==> src/rtl/impix_block_avg_slave.sv <==
// impix_block_avg_slave: Avalon-MM responder that averages 2^B x 2^B pixel blocks
// and queues 8-bit rounded averages in a small result FIFO.
module impix_block_avg_slave #(
  parameter int BLOCK_LOG2 = 2,
  parameter int FIFO_DEPTH = 8
) (
  input  logic        clk_clk,
  input  logic        reset_reset_n,
  input  logic [1:0]  avs_address,
  input  logic        avs_read,
  input  logic        avs_write,
  input  logic [31:0] avs_writedata,
  output logic [31:0] avs_readdata,
  output logic        avs_readdatavalid,
  output logic        avs_waitrequest,
  output logic        irq
);
  localparam int SH = 2 * BLOCK_LOG2;
  localparam int AW = 8 + SH;
  localparam int PW = $clog2(FIFO_DEPTH);
  localparam logic [SH-1:0] LAST = '1;
  localparam logic [AW-1:0] HALF = AW'(1) << (SH - 1);
  localparam logic [PW:0] DEPTH = (PW + 1)'(FIFO_DEPTH);

  logic          enable, irq_en;
  logic [AW-1:0] acc, sum, rnd;
  logic [SH-1:0] cnt;
  logic [7:0]    mem [FIFO_DEPTH];
  logic [PW-1:0] wp, rp;
  logic [PW:0]   level;
  logic          full, empty, wr, rd, pix, push, pop, clr;
  logic [31:0]   status, rdata;
  logic          unused_bits;

  assign full   = level == DEPTH;
  assign empty  = level == '0;
  assign sum    = acc + AW'(avs_writedata[7:0]);
  assign rnd    = sum + HALF;
  // The last pixel of a block cannot be absorbed while the FIFO has no room for its average
  assign avs_waitrequest = avs_write && avs_address == 2'd2 && enable && cnt == LAST && full;
  assign wr     = avs_write && !avs_waitrequest;
  assign rd     = avs_read && !avs_write;
  assign pix    = wr && avs_address == 2'd2 && enable;
  assign push   = pix && cnt == LAST;
  assign pop    = rd && avs_address == 2'd3 && !empty;
  assign clr    = wr && avs_address == 2'd0 && avs_writedata[0];
  assign status = {8'b0, 8'(cnt), 6'b0, full, empty, 3'b0, 5'(level)};
  assign unused_bits = ^{avs_writedata[31:8], rnd[SH-1:0]};

  always_comb
    rdata = avs_address == 2'd0 ? {29'b0, irq_en, enable, 1'b0} :
            avs_address == 2'd1 ? status :
            (avs_address == 2'd3 && !empty) ? {1'b1, 23'b0, mem[rp]} : '0;

  always_ff @(posedge clk_clk)
    if (push) mem[wp] <= rnd[AW-1:SH];

  always_ff @(posedge clk_clk or negedge reset_reset_n)
    if (!reset_reset_n) begin
      enable            <= 1'b0;
      irq_en            <= 1'b0;
      acc               <= '0;
      cnt               <= '0;
      wp                <= '0;
      rp                <= '0;
      level             <= '0;
      avs_readdata      <= '0;
      avs_readdatavalid <= 1'b0;
      irq               <= 1'b0;
    end else begin
      if (wr && avs_address == 2'd0) begin
        enable <= avs_writedata[1];
        irq_en <= avs_writedata[2];
      end
      if (clr) begin
        acc   <= '0;
        cnt   <= '0;
        wp    <= '0;
        rp    <= '0;
        level <= '0;
      end else begin
        if (pix) begin
          acc <= push ? '0 : sum;
          cnt <= cnt + 1'b1;
        end
        if (push) wp <= wp + 1'b1;
        if (pop) rp <= rp + 1'b1;
        if (push != pop) level <= push ? level + 1'b1 : level - 1'b1;
      end
      avs_readdatavalid <= rd;
      if (rd) avs_readdata <= rdata;
      irq <= irq_en && !empty;
    end
endmodule

==> config.mk <==
export PLATFORM = sky130hd
export DESIGN_NAME = impix_block_avg_slave
export DESIGN_NICKNAME = d
export VERILOG_FILES = /design/src/rtl/impix_block_avg_slave.sv
export SDC_FILE = /design/constraint.sdc
export NUM_CORES = 1
export LEC_CHECK = 0
export CORE_MARGIN = 8
export CORE_UTILIZATION = 30
export CTS_CLUSTER_DIAMETER = 120
export DETAILED_ROUTE_END_ITERATION = 6
export HOLD_SLACK_MARGIN = 0.03
export PLACE_DENSITY = 0.49
export SYNTH_ARGS = -nofsm -noshare
export SYNTH_HDL_FRONTEND = slang
export SYNTH_SLANG_ARGS = --single-unit
==> constraint.sdc <==
create_clock -name clk_clk -period 3.44 [get_ports clk_clk]
set_clock_uncertainty 0.15 [all_clocks]
set_input_delay 0.688 -clock clk_clk [delete_from_list [all_inputs] [get_ports clk_clk]]
set_output_delay 0.688 -clock clk_clk [all_outputs]
set_load 0.02 [all_outputs]
; ---- Word-level counts from Yosys, hierarchy flattened
; Memory sizes are Yosys's and may differ from the RTL's.
; Cells that the tools add are included.
[classes]
add_sub_neg = 7
mux = 17
reduce_logical = 24
eq_ne = 6
[ops]
columns = cell, n
row1 = $mux W32, 3
row2 = $mux W12, 3
row3 = $mux W4, 5
row4 = $logic_and A1 B1 Y1, 15
row5 = $add A12 B4 Y12 const B, 1
row6 = $add A12 B8 Y12, 1
row7 = $mux W3, 4
row8 = $add A4 B1 Y4 const B, 2
row9 = $eq A4 B4 Y1 const B, 2
row10 = $reduce_bool A2 Y1, 4
row11 = $add A3 B1 Y3 const B, 2
row12 = $eq A2 B2 Y1 const B, 2
row13 = $logic_not A4 Y1, 1
row14 = $sub A4 B1 Y4 const B, 1
row15 = $logic_not A1 Y1, 3
row16 = $eq A2 B1 Y1 const B, 1
row17 = $logic_not A2 Y1, 1
row18 = $mux W1, 2
row19 = $ne A1 B1 Y1, 1
[totals]
ramBits = 64
out_inout_bits = 35
in_bits = 38
regBits = 62
n_memories = 1
wordCells = 65
[mem_list]
columns = memory, words, word_bits, read_ports, rd_ports_with_merged_regs, write_ports, line_no
row1 = mem, 8, 8, 1, 0, 1, 28  ; logic [7:0] mem [FIFO_DEPTH];

; ---- Logic depth before layout (Yosys ltp)
[depth]
depth_word = 13
ltp_mapped = 12
ltp_nobuf = 12

; ---- Least setup slack after synthesis
; OpenSTA, ideal clock, no wires.
[synth_timing]
path_type = input -> register
from = in avs_writedata[0]
to = mem mem[0][7], data pin
path_stages = 12
arrival_ps = 2773
required_ps = 3059
path_buffers = 0
slack_ps = 285
setup_time_ps = 231
path_cell_list = ha_1 > inv_1 > fa_1 > nor2b_1 > nor2_1 > nor2_1 > nor2_1 > xnor2_1 > ha_1 > and4bb_4 > a41oi_2 > xnor2_1
[synth_between]
elab_chain_cells = 2
[synth_rtl]
columns = element, line_no
row1 = from (decl), 12  ; input logic [31:0] avs_writedata,
row2 = $add A12 B8 Y12, 37  ; assign sum = acc + AW'(avs_writedata[7:0]);
row3 = $add A12 B4 Y12, 38  ; assign rnd = sum + HALF;
row4 = via rnd[11], 26  ; logic [AW-1:0] acc, sum, rnd;
row5 = to (decl), 28
; The timed path passes the listed nets, and every way through them passes these cells.

; ---- Worst setup path after layout
[layout_timing]
from = in avs_writedata[0]
to = mem mem[1][7], data pin
; The elaborated chain is that of the path after synthesis.

==> impl_metrics.yaml <==
logic_synthesis:
  synth_seq_cells: 109
  synthCells: 404
  synth_edf_count: 64
  yosysSeqAreaShare_pct: 56.9
  synth_area_um2: 5360
  synthDistinctLibCells: 66
  synth_ff_type: "edfxtp_1"
  ys_async_sr_fraction_pct: 41.3
  synth_area_per_cell_um2: 13.3
  synth_warnings: 0
setup_path:
  worst_ep_arrival_time_ns: 3.32
  endpoint_kind: "flip-flop"
  path_class: "in -> reg"
  cp.required_ns: 3.39
  start_kind: "primary input"
  critPathMaxFanout: 8
global_route:
  grt-ovfl-total: 0
  grt_max_degree: 24
  grt_pass1_wl_mm: 19.3
  antenna_found_initial: 0
  grt_pass1_vias: 3611
  grt_usage_pct: 11.3
cells_and_area:
  final_cell_mix: "67 x buf_4, 64 x edfxtp_1, 45 x dfrtp_1, 33 x nand2_1, 30 x clkdlybuf4s50_1"
  final_common_cell: "buf_4"
  nNetsFinal: 550
  area_growth_syn_to_layout_pct: 24.5
  antenna_cells: 0
  finalCoreUtilization_pct: 37.6
  drive_above_1_share_pct: 25.9
clock_network:
  cts_tree: "yes"
  root_buffer: "clkbuf_16"
  clk_pin_slew_worst_paths_ns: 0.08
  clock-sinks: 109
  holdBufCountCts: 0
  cts-buffers-inserted: 9
  cts_buffer_depth: 2
  clk_latency_ns: 0.35
  h-tree-depth: 3
detailed_routing:
  route.detailed.drc: 0
  routed_wl_mm: 12.2
  wl_per_cell_um: 16.7
  wl_met1_mm: 5.07
  drt_iter0_markers: 261
  ant_nets: 0
  wl_met3_um: 673
  dr.pass1.iters: 4
  viasPerCell: 4.87
  via_count: 3558
  dr.max_layer_used: "met4"
  route.met2.wl_mm: 6.21
die:
  rows: 49
  core_area_um2: 17700
  die_area_um2: 22400
  initial_core_util_pct: 30.2
  die_h_um: 150
  die_x_um: 150
  ios: 73
place:
  io_buffers: 31
  place_congestion: 0.827
  hpwlAfterDp_mm: 8.78
  pre_cts_ws_ns: -0.594
power_and_ir_drop:
  p_leak_uw: 0.00255
  power_density_nw_per_um2: 579
  vdd_drop_max_mv: 0.283
sta:
  finalSetupTns_ns: 0
  period_minus_slack_ns: 3.37
  finalMaxSlewViolations: 0
  timing_hold_violations_final: 0
  tightest_slew_ns: 0.637
  rsz0062_at_grt: "false"
  layout_setup_ws_ns: 0.0710
  slew_headroom_pct: 57.5
  finalCritPeriodShare_pct: 97.9
  fmax_ghz: 0.297
  setup_viol: 0
outcome:
  status: "completed"
hold_path:
  hp-class: "in -> async"
flow_run:
  cap_violations: 0
==> per-stage QoR <==
| step | total power (uW) | instances | area (um2) | hold slack [ns] |
|---|---|---|---|---|
| floorplan | 2320 | 420 | 5420 | 0.242 |
| global placement | 2790 | 710 | 6280 | 0.313 |
| detailed placement | 2810 | 710 | 6280 | 0.320 |
| CTS | 3860 | 728 | 6620 | 0.176 |
| global route | 4070 | 730 | 6670 | 0.196 |
| finish | 3860 | 730 | 6670 | 0.156 |
==> worst paths after layout <==
check / start / endpoint / slack, ns / cells past startpoint
worst max-delay path: avs_writedata[0] / mem[1][7] / 0.07 / 11
worst min-delay path: reset_reset_n / avs_readdata[31] / 0.16 / 1
worst max register to register: acc[0] / mem[1][7] / 0.53 / 10
worst min register to register: avs_readdata[31] / avs_readdata[31] / 0.33 / 2
max in group asynchronous: reset_reset_n / enable / 2.38 / 2
min in group clk_clk: avs_readdata[31] / avs_readdata[31] / 0.33 / 2
==> what timing repair did <==
item                       4_1_cts  5_1_grt
setup endpoints to repair       32       56
pin swaps                        2        4
buffers inserted                 2        2
resized for setup                4        7
==> synthesized netlist by cell type (10+ instances only) <==
| cell | n | area [um2] |
|---|---|---|
| buf_4 | 17 | 128 |
| ha_1 | 14 | 175 |
| dfrtp_1 | 45 | 1130 |
| nand2_1 | 33 | 124 |
| edfxtp_1 | 64 | 1920 |
| o21ai_0 | 15 | 75.1 |
| mux4_2 | 16 | 360 |
| mux2i_1 | 10 | 100 |
| nand3_1 | 12 | 60.1 |
| nor2_1 | 25 | 93.8 |
| a22o_1 | 14 | 123 |
==> power breakdown <==
group | switching, uW | internal (uW)
clock | 513 | 513
combinational | 626 | 539
sequential | 54.1 | 1610
total | 1190 | 2670
==> metal layers <==
layer,vias to the layer above,global-route usage (%)
met5,-,0
met4,0,4.90
met3,15,2.39
met2,99,19.2
met1,1778,13.5
li1,1666,-
==> registers in the layout, summed over array words and instances, names as in the netlist, 3 cells and up <==
register	cells
acc	12
avs_readdata	15
cnt	4
level	4
mem	64
rp	3
wp	3
==> kinds of logic after synthesis <==
| group | after synthesis | synth area share, % |
|---|---|---|
| compound gates | 78 | 11.6 |
| mux | 28 | 9.22 |
| fa+ha+maj | 16 | 4.02 |
| xor+xnor | 19 | 3.25 |
| simple gates | 110 | 10.5 |
| other cells | 1 | 0.0700 |
| buf+inv | 43 | 4.51 |
| flops | 109 | 56.9 |
==> worst max-delay path, cell delays in order <==
cell	delay (ns)
clkdlybuf4s50_1	0.49
ha_2	0.19
inv_1	0.05
fa_2	0.35
nand2b_1	0.19
a21oi_2	0.26
o211a_1	0.29
mux2i_1	0.32
a41oi_4	0.16
xnor2_2	0.16
buf_4	0.17
==> area by class of cell <==
cell class	instances	area, um2
Clock buffer	10	229
Clock inverter	6	62.6
Fill cell	1657	11000
Inverter	10	40.0
Multi-Input combinational cell	268	2200
Sequential cell	109	3050
Tap cell	229	287
Timing Repair Buffer	98	808
No activity file was read; power rests on OpenSTA's default activity.
